File: src/rtl/decode_stage.sv
// RV32I/RV64I decode stage: decodes on the input side into a control bundle, then holds it in a
// main register backed by one skid entry so in_ready can be a registered signal.
module decode_stage #(
  parameter int unsigned XLEN     = 32,
  parameter bit          ENABLE_M = 1'b0
) (
  input  logic            clk,
  input  logic            rst_n,
  input  logic            flush,
  input  logic            in_valid,
  output logic            in_ready,
  input  logic [31:0]     in_instr,
  input  logic [XLEN-1:0] in_pc,
  output logic            out_valid,
  input  logic            out_ready,
  output logic [XLEN-1:0] out_pc,
  output logic [4:0]      rs1,
  output logic [4:0]      rs2,
  output logic [4:0]      rd,
  output logic [XLEN-1:0] imm,
  output logic            we_regfile,
  output logic            we_datamem,
  output logic            re_datamem,
  output logic            we_pc,
  output logic            j_pc,
  output logic [2:0]      ALU_sel_1,
  output logic            ALU_sel_2,
  output logic            alu_m,
  output logic [1:0]      operand1_sel,
  output logic            operand2_sel,
  output logic [1:0]      rd_sel,
  output logic            illegal
);

  localparam logic [6:0] OpcOp     = 7'b0110011;
  localparam logic [6:0] OpcOpImm  = 7'b0010011;
  localparam logic [6:0] OpcLoad   = 7'b0000011;
  localparam logic [6:0] OpcStore  = 7'b0100011;
  localparam logic [6:0] OpcBranch = 7'b1100011;
  localparam logic [6:0] OpcJal    = 7'b1101111;
  localparam logic [6:0] OpcJalr   = 7'b1100111;
  localparam logic [6:0] OpcLui    = 7'b0110111;
  localparam logic [6:0] OpcAuipc  = 7'b0010111;
  localparam logic [6:0] OpcFence  = 7'b0001111;

  typedef struct packed {
    logic [XLEN-1:0] pc;
    logic [4:0]      rs1;
    logic [4:0]      rs2;
    logic [4:0]      rd;
    logic [XLEN-1:0] imm;
    logic            we_regfile;
    logic            we_datamem;
    logic            re_datamem;
    logic            we_pc;
    logic            j_pc;
    logic [2:0]      alu_sel_1;
    logic            alu_sel_2;
    logic            alu_m;
    logic [1:0]      operand1_sel;
    logic            operand2_sel;
    logic [1:0]      rd_sel;
    logic            illegal;
  } bundle_t;

  typedef enum logic [1:0] {StEmpty, StOne, StTwo} state_e;

  state_e  state_q, state_d;
  bundle_t main_q, main_d;
  bundle_t skid_q, skid_d;
  logic    in_ready_q, in_ready_d;

  bundle_t            dec;
  logic               legal;
  logic [2:0]         funct3;
  logic [6:0]         funct7;
  logic signed [31:0] imm_i, imm_s, imm_b, imm_u, imm_j, imm_sel;

  assign funct3 = in_instr[14:12];
  assign funct7 = in_instr[31:25];

  assign imm_i = {{20{in_instr[31]}}, in_instr[31:20]};
  assign imm_s = {{20{in_instr[31]}}, in_instr[31:25], in_instr[11:7]};
  assign imm_b = {{20{in_instr[31]}}, in_instr[7], in_instr[30:25], in_instr[11:8], 1'b0};
  assign imm_u = {in_instr[31:12], 12'b0};
  assign imm_j = {{12{in_instr[31]}}, in_instr[19:12], in_instr[20], in_instr[30:21], 1'b0};

  always_comb begin
    dec     = '0;
    legal   = 1'b1;
    imm_sel = '0;
    dec.pc  = in_pc;
    dec.rs1 = in_instr[19:15];
    dec.rs2 = in_instr[24:20];
    dec.rd  = in_instr[11:7];
    // Matching on all seven opcode bits also rejects any instr[1:0] other than 2'b11.
    case (in_instr[6:0])
      OpcOp: begin
        dec.we_regfile = 1'b1;
        dec.alu_sel_1  = funct3;
        dec.alu_sel_2  = in_instr[30];
        if (ENABLE_M && funct7 == 7'b0000001) begin
          dec.alu_m     = 1'b1;
          dec.alu_sel_2 = 1'b0;
        end else if (funct7 == 7'b0000000) begin
          legal = 1'b1;
        end else if (funct7 == 7'b0100000 && (funct3 == 3'b000 || funct3 == 3'b101)) begin
          legal = 1'b1;
        end else begin
          legal = 1'b0;
        end
      end
      OpcOpImm: begin
        dec.operand2_sel = 1'b1;
        dec.we_regfile   = 1'b1;
        dec.alu_sel_1    = funct3;
        dec.alu_sel_2    = (funct3 == 3'b101) ? in_instr[30] : 1'b0;
        imm_sel          = imm_i;
      end
      OpcLoad: begin
        dec.operand2_sel = 1'b1;
        dec.we_regfile   = 1'b1;
        dec.re_datamem   = 1'b1;
        dec.rd_sel       = 2'b01;
        imm_sel          = imm_i;
      end
      OpcStore: begin
        dec.operand2_sel = 1'b1;
        dec.we_datamem   = 1'b1;
        imm_sel          = imm_s;
      end
      OpcBranch: begin
        dec.operand1_sel = 2'b01;
        dec.operand2_sel = 1'b1;
        dec.we_pc        = 1'b1;
        imm_sel          = imm_b;
      end
      OpcJal: begin
        dec.operand1_sel = 2'b01;
        dec.operand2_sel = 1'b1;
        dec.we_regfile   = 1'b1;
        dec.j_pc         = 1'b1;
        dec.rd_sel       = 2'b10;
        imm_sel          = imm_j;
      end
      OpcJalr: begin
        dec.operand2_sel = 1'b1;
        dec.we_regfile   = 1'b1;
        dec.j_pc         = 1'b1;
        dec.rd_sel       = 2'b10;
        imm_sel          = imm_i;
      end
      OpcLui: begin
        dec.operand1_sel = 2'b10;
        dec.operand2_sel = 1'b1;
        dec.we_regfile   = 1'b1;
        imm_sel          = imm_u;
      end
      OpcAuipc: begin
        dec.operand1_sel = 2'b01;
        dec.operand2_sel = 1'b1;
        dec.we_regfile   = 1'b1;
        imm_sel          = imm_u;
      end
      OpcFence: legal = 1'b1;
      default:  legal = 1'b0;
    endcase
    dec.imm = XLEN'(imm_sel);
    // An undecodable word still flows downstream, but can never change architectural state.
    if (!legal) begin
      dec.we_regfile = 1'b0;
      dec.we_datamem = 1'b0;
      dec.re_datamem = 1'b0;
      dec.we_pc      = 1'b0;
      dec.j_pc       = 1'b0;
      dec.illegal    = 1'b1;
    end
  end

  logic accept;
  assign accept = in_valid & in_ready_q;

  always_comb begin
    state_d = state_q;
    main_d  = main_q;
    skid_d  = skid_q;
    case (state_q)
      StEmpty: begin
        if (accept) begin
          main_d  = dec;
          state_d = StOne;
        end
      end
      StOne: begin
        if (accept && out_ready) begin
          main_d = dec;
        end else if (accept) begin
          skid_d  = dec;
          state_d = StTwo;
        end else if (out_ready) begin
          state_d = StEmpty;
        end
      end
      StTwo: begin
        if (out_ready) begin
          main_d  = skid_q;
          state_d = StOne;
        end
      end
      default: state_d = StEmpty;
    endcase
    if (flush) begin
      state_d = StEmpty;
    end
    in_ready_d = (state_d != StTwo);
  end

  always_ff @(posedge clk) begin
    if (!rst_n) begin
      state_q    <= StEmpty;
      main_q     <= '0;
      skid_q     <= '0;
      in_ready_q <= 1'b1;
    end else begin
      state_q    <= state_d;
      main_q     <= main_d;
      skid_q     <= skid_d;
      in_ready_q <= in_ready_d;
    end
  end

  assign in_ready     = in_ready_q;
  assign out_valid    = (state_q != StEmpty);
  assign out_pc       = main_q.pc;
  assign rs1          = main_q.rs1;
  assign rs2          = main_q.rs2;
  assign rd           = main_q.rd;
  assign imm          = main_q.imm;
  assign we_regfile   = main_q.we_regfile;
  assign we_datamem   = main_q.we_datamem;
  assign re_datamem   = main_q.re_datamem;
  assign we_pc        = main_q.we_pc;
  assign j_pc         = main_q.j_pc;
  assign ALU_sel_1    = main_q.alu_sel_1;
  assign ALU_sel_2    = main_q.alu_sel_2;
  assign alu_m        = main_q.alu_m;
  assign operand1_sel = main_q.operand1_sel;
  assign operand2_sel = main_q.operand2_sel;
  assign rd_sel       = main_q.rd_sel;
  assign illegal      = main_q.illegal;

endmodule

File: config.mk
export PLATFORM = sky130hd
export DESIGN_NAME = decode_stage
export DESIGN_NICKNAME = d
export VERILOG_FILES = /design/src/rtl/decode_stage.sv
export SDC_FILE = /design/constraint.sdc
export NUM_CORES = 1
export LEC_CHECK = 0
export ABC_AREA = 1
export BUFFER_PORTS_ARGS = -buffer_cell sky130_fd_sc_hd__buf_2
export CORE_UTILIZATION = 55
export CTS_CLUSTER_SIZE = 20
export DETAILED_ROUTE_END_ITERATION = 7
export GPL_TIMING_DRIVEN = 0
export PLACE_DENSITY = 0.82
export SYNTH_ARGS = -nofsm -noshare
export SYNTH_HDL_FRONTEND = slang
export SYNTH_SLANG_ARGS = --single-unit
File: constraint.sdc
create_clock -name clk -period 1.61 [get_ports clk]
set_input_delay 0.322 -clock clk [delete_from_list [all_inputs] [get_ports clk]]
set_output_delay 0.322 -clock clk [all_outputs]
set_load 0.01 [all_outputs]
==> metrics.md, run 1 <==
| Metric | Value |
|---|---|
| Chip Width | 123 um |
| Gpl congestion | 0.956 |
| Antenna violations before repair | 0 |
| Global-route wire length before repair | 37300 um |
| Vias in the first global route | 7441 |
| Library cells used by synthesis | 31 |
| Max Clk Rate | 622 MHz |
| Fin crit period | 1610 ps |
| Largest cells by area after synthesis | dfxtp_1 (47%), o21ai_0 (11%), nand2_1 (10%) |
| Util after Layout | 0.690 |
| Max_cap viols | 0 |
| DP HPWL | 17200 um |
| First-pass iteration count of the detailed router | 7 |
| # setup viols final | 0 |
| Gr usage total | 0.323 |
| Most common cell after layout, fill and taps aside | nand2_1 |
| Clock buffer count from CTS | 17 |
| Placed inst area | 9110 um2 |
| Syn Nets | 1186 |
| Synth top area share | 0.474 |
| Cell Area, Synth | 8060 um2 |
| Synth Register Bits | 191 |
| P_leak | 0.00455 uW |
| Switching pwr | 2660 uW |
| CP Class | reg -> reg |
| Area grow syn2layout | 20.7% |
| Fin. Hold Viols | 0 |
| Power Total | 10300 uW |
| Yosys Warn Count | 0 |
| Clock share of power | 0.393 |
| CORE AREA | 14100 um2 |
| Crit Path Max Fanout | 10 |
| Clock Skew | 7.00 ps |
| Final net count | 1369 |
| Post-route antenna net violation count | 0 |
| RSZ-0062 raised after global routing | yes |
| Hold Crit Class | in -> reg |
| Crit start category | register |
| Largest area contributor in the synthesized netlist | dfxtp_1 |
| Max Slew Vio Count | 0 |
| CP max-delay cell | dfxtp_1 |
| Synthesized area per cell | 7.22 um2 |
| Post-Route WL | 24200 um |
| Power Internal | 7650 uW |
| Most frequent cells in the layout | nand2_1 (218), dfxtp_1 (191), buf_2 (185) |
| Data arrival, critical path | 1960 ps |
| Placed cells | 1461 |
| Switching share of power | 0.258 |
| Setup bufs post-CTS | 0 |
| GR Overflow Total | 0 |
| Seq pwr share | 0.492 |
| CP max stage delay | 350 ps |
| Max H-tree Level | 4 |
| WP data required | 1960 ps |
| ANT cells | 0 |
| PwrDens | 1060 nW/um2 |
| Starting DRC count in detailed routing | 637 |
| Non-filler cells, final | 1493 |
| Register clock-pin slew on the reported worst setup and hold paths | 70 ps |
| Cell repeated most along the worst path | nand2_1 |
| IO Port Bufs | 164 |
| Drt wl/cell | 16.2 um |
| Skew-Pair Late Insertion Delay | 430 ps |
| Worst slew pin tran | 603 ps |
| Status | complete, no violations |
| Clock sinks | 191 |
| Hold_buf cts | 0 |
| Layout cells sized above 1 | 0.220 |
| Largest net degree at the start of global routing | 17 |
| Clk root buf | clkbuf_16 |
| Die Y | 123 um |
| Fill count | 1248 |
| Crit share post-route | 0.998 |
| Die ar. | 15100 um2 |
| Rows | 43 |
| DRC errors left | 0 |
| Max-slew headroom | 0.598 |
| Share of power burned in combinational logic | 0.115 |
| Worst setup EP type | register |
| Initial Util | 0.572 |
| Final Cell Area | 9730 um2 |
| Via count | 8330 |
| IO Pins | 166 |
| Sequential share of the synthesized area | 0.474 |
| Mapped Cells | 1117 |
| Clock buffer depth | 2 |
| Worst path cell trace | nand2_1, nand2_1, nand3_4, inv_2, buf_6, buf_4, o21ai_0, a31oi_1 |
| Routed vias/inst | 5.58 |
| CTS tree | yes |
| VDD IR-drop max | 0.749 mV |
-- cell usage after synthesis, drive strengths merged --
cell type / number
o22ai: 1
inv: 58
o221ai: 3
nand3: 24
o21ai: 183
dfxtp: 191
or2: 1
a31oi: 48
nor3: 4
nor2: 177
conb: 1
nand4: 4
o211ai: 4
nand2: 237
buf: 43
xor2: 1
clkbuf: 40
a21oi: 97
-- layer usage --
layer	wire [um]	vias to the layer above	track usage
met5	0	-	0
met3	1900	74	0.0673
met4	1030	0	0.167
met1	10300	3831	0.415
li1	-	4049	-
met2	11000	376	0.514
-- final timing paths --
check / endpoint / from / depth (start not counted) / slack (ps)
min: skid_q[93]$_SDFFE_PN0P_ / in_pc[30] / 3 / 140
max: out_pc[20]$_SDFFE_PN0P_ / in_ready$_SDFF_PN1_ / 8 / 3
min reg2reg: out_pc[31]$_SDFFE_PN0P_ / skid_q[94]$_SDFFE_PN0P_ / 2 / 470
max reg2reg: out_pc[20]$_SDFFE_PN0P_ / in_ready$_SDFF_PN1_ / 8 / 3
-- registers in the layout, indices dropped and copies added (netlist names) --
signal        count
skid_q           94
operand2_sel      1
rs1               5
out_pc           32
re_datamem        1
ALU_sel_2         1
in_ready          1
ALU_sel_1         3
we_regfile        1
we_datamem        1
rd_sel            2
j_pc              1
imm              32
rs2               5
state_q           2
operand1_sel      2
we_pc             1
rd                5
illegal           1
-- critical path: cells and delay by family (launching register included) --
kind,cells,cell delay [ps]
AOI/OAI and AO/OA,2,350
buffers and inverters,3,450
DFF,1,350
and+or+nand+nor,3,360
-- cells by family (layout without fill, tap and decap cells) --
group	count (synthesis)	count (layout)	synth area share
buffers and inverters	141	337	0.0753
XOR/XNOR	1	1	0.00109
AO/OA/AOI/OAI	336	336	0.225
other	1	1	0.000465
flip-flops	191	191	0.474
AND/OR/NAND/NOR	447	447	0.224
-- area by class of cell --
| class | count | area (um2) | area share |
|---|---|---|---|
| Clock buffer | 23 | 478 | 0.0491 |
| Clock inverter | 9 | 82.6 | 0.00849 |
| Inverter | 58 | 220 | 0.0226 |
| Tap cell | 180 | 225 | 0.0231 |
| Multi-Input combinational cell | 785 | 3640 | 0.374 |
| Buffer | 83 | 437 | 0.0449 |
| Timing Repair Buffer | 164 | 821 | 0.0844 |
| Sequential cell | 191 | 3820 | 0.393 |
-- power groups by stage --
stage	clock, uW	sequential [uW]	combinational, uW
3_5_place_dp	0	5170	1140
2_1_floorplan	0	5240	569
6_report	4050	5070	1180
4_1_cts	4050	5070	1160
3_3_place_gp	0	5170	1120
5_1_grt	4280	5090	1310
-- metrics by stage --
| step | worst slack [ps] | hold WS, ps | TNS (ps) |
|---|---|---|---|
| after floorplan | 233 | 445 | 0 |
| after global placement | -333 | 452 | -16840 |
| after detailed placement | -409 | 469 | -22100 |
| after CTS | 4.36 | 142 | 0 |
| after global routing | -80.7 | 153 | -568 |
| final | 2.66 | 143 | 0 |
-- what timing repair did --
item / 4_1_cts / 5_1_grt
endpoints found under the setup margin: 48 / 126
pin swaps: 0 / 1
hold endpoints to repair: 0 / 0
resized for setup: 10 / 26
No activity file was read; power rests on OpenSTA's default activity.
==> inputs of run 2 (changes only) <==
CORE_ASPECT_RATIO = 1.25   (was default)
==> metrics.md, run 2 (synthesized netlist as in run 1, its figures left out) <==
| Metric | Value |
|---|---|
| Status | complete, no violations |
| Post-Route WL | 24300 um (+0.35%) |
| Worst slew pin tran | 609 ps (+5.86 ps) |
| R2R depth | 10 (+2) |
| Max Clk Rate | 652 MHz (+4.7%) |
| Max reg flops | 94 (unchanged) |
| Most common cell after layout, fill and taps aside | nand2_1 |
| Hold Crit Class | in -> reg |
| Worst hold path cell count | 3 (unchanged) |
| Clock buffer depth | 2 (unchanged) |
| Placed inst area | 9100 um2 (about the same) |
| R2r endpoint | illegal$_SDFFE_PN0P_ |
| CP max-delay cell | dfxtp_1 |
| Via count | 8321 (-0.11%) |
| DRC errors left | 0 (unchanged) |
| Clk root buf | clkbuf_16 |
| Max H-tree Level | 4 (unchanged) |
| Worst setup EP type | register |
| Power Total | 10500 uW (+1.4%) |
| CTS tree | yes |
| Die Y | 137 um (+12%) |
| Clock sinks | 191 (unchanged) |
| Max Slew Vio Count | 0 (unchanged) |
| Seq pwr share | 0.485 (-0.007) |
| Clock Skew | 9.97 ps (+2.96 ps) |
| Layout cells sized above 1 | 0.222 (+0.00152) |
| Fin. Hold Viols | 0 (unchanged) |
| DP HPWL | 17400 um (+1.5%) |
| Fin crit period | 1530 ps (-72.5 ps) |
| First-pass iteration count of the detailed router | 5 (-2) |
| Crit Path Max Fanout | 10 (unchanged) |
| Data arrival, critical path | 1880 ps (-80 ps) |
| Final net count | 1369 (unchanged) |
| Routed vias/inst | 5.57 (-0.11%) |
| Switching share of power | 0.261 (+0.00269) |
| Most frequent cells in the layout | nand2_1 (218), dfxtp_1 (191), buf_2 (180) |
| IO Port Bufs | 164 (unchanged) |
| Switching pwr | 2720 uW (+2.5%) |
| PwrDens | 1070 nW/um2 (+1.0%) |
| Clock buffer count from CTS | 17 (unchanged) |
| GR Overflow Total | 0 (unchanged) |
| Share of power burned in combinational logic | 0.113 (-0.002) |
| Hold Crit Endpoint | skid_q[76]$_SDFFE_PN0P_ |
| Rows | 49 (+14%) |
| Global-route wire length before repair | 37100 um (-0.59%) |
| Hold Path Origin | in_pc[13] |
| Clock share of power | 0.402 (+0.009) |
| CORE AREA | 14300 um2 (+1.8%) |
| Max_cap viols | 0 (unchanged) |
| Chip Width | 110 um (-10%) |
| Crit share post-route | 0.953 (-0.0450) |
| Antenna violations before repair | 1 (+1) |
| CP delay by family, top | buffers and inverters |
| Final Cell Area | 9770 um2 (+0.42%) |
| Largest net degree at the start of global routing | 17 (unchanged) |
| Die ar. | 15100 um2 (about the same) |
| Hold_buf cts | 0 (unchanged) |
| Power Internal | 7730 uW (+1.1%) |
| Max-slew headroom | 0.594 (-0.00390) |
| Register clock-pin slew on the reported worst setup and hold paths | 70 ps (about the same) |
| CP Class | reg -> reg |
| R2R Path Start | state_q[1]$_SDFF_PN0_ |
| RSZ-0062 raised after global routing | yes |
| Gr usage total | 0.322 (-0.00112) |
| VDD IR-drop max | 0.740 mV (-1.1%) |
| Starting DRC count in detailed routing | 705 (+11%) |
| Area grow syn2layout | 21.2% |
| Skew-Pair Late Insertion Delay | 440 ps (about the same) |
| CP max stage delay | 330 ps (-20 ps) |
| IO Pins | 166 (unchanged) |
| Initial Util | 0.562 (-0.00998) |
| P_leak | 0.00454 uW (-0.20%) |
| Worst path cell trace | inv_2, nand2_1, nand2_2, nand3_4, inv_2, buf_6, buf_2, nand3_1, nand2_1, inv_1 |
| R2r setup slk | 80 ps (+70 ps) |
| # setup viols final | 0 (unchanged) |
| WP data required | 1950 ps (about the same) |
| Worst Path Buf+Inv | 5 (+2) |
| Post-route antenna net violation count | 0 (unchanged) |
| Crit path from | state_q[1]$_SDFF_PN0_ |
| Drt wl/cell | 16.2 um (+0.35%) |
| Crit start category | register |
| Gpl congestion | 0.938 (-1.9%) |
| Vias in the first global route | 7511 (+0.94%) |
| Biggest register | skid_q |
[run 2: changes by cell type in the layout (fill, tap and decap cells not counted), sizes merged]
cell and delta:
diode +2, clkinvlp +5, clkinv -3, clkbuf -1
bufinv +1, buf -2
[run 2: how the worst max path moves through the flow]
stage,cells past startpoint,slack (ps),end
global placement,5,-220,out_pc[30]$_SDFFE_PN0P_
detailed placement,5,-240,out_pc[30]$_SDFFE_PN0P_
CTS,7,2,skid_q[24]$_SDFFE_PN0P_
global route,8,-30,out_pc[5]$_SDFFE_PN0P_
finish,10,80,illegal$_SDFFE_PN0P_
floorplan,9,230,imm[21]$_SDFFE_PN0P_
[run 2: per-layer routing]
metal  vias up  GRT usage  part of all wire
li1       4056          -                 -
met5         -          0                 0
met1      3853      0.394              0.41
met2       352      0.552              0.50
met3        60     0.0497             0.062
met4         0      0.145             0.032
[run 2: metrics by stage]
stage               utilization  setup WS [ps]  cells  TNS (ps)  hold WS [ps]
floorplan                     -            233   1117         0           445
global placement          0.635           -223   1459    -13150           451
detailed placement        0.635           -239   1459    -15880           455
CTS                       0.677           2.10   1491         0           142
global route              0.681          -31.2   1492      -202           149
finish                    0.681           75.2   1493         0           148
[run 2: repair_timing]
action,in CTS,in global routing
resized for setup,14,30
setup buffers,0,0
cloned,0,0
setup endpoints to repair,46,160
[run 2: area by class of cell]
type                       count  area, um2
clock inverter                12        135
timing repair buffer         164        821
fill                        1288       4570
buffer                        83        454
multi-input combinational    785       3640
tap                          178        223
clock buffer                  20        447
sequential                   191       3820
inverter                      58        220
antenna                        2       5.00
[run 2: power by group through the flow]
stage               Combinational [uW]  Clock (uW)  Sequential, uW
global route                      1300        4430            5090
finish                            1180        4200            5070
CTS                               1160        4220            5070
floorplan                          569           0            5240
global placement                  1130           0            5160
detailed placement                1140           0            5170
[run 2: tightest hold or removal path, cell delays in order]
cell     delay [ps]
buf_2            90
o21ai_1          70
nor2_1           70
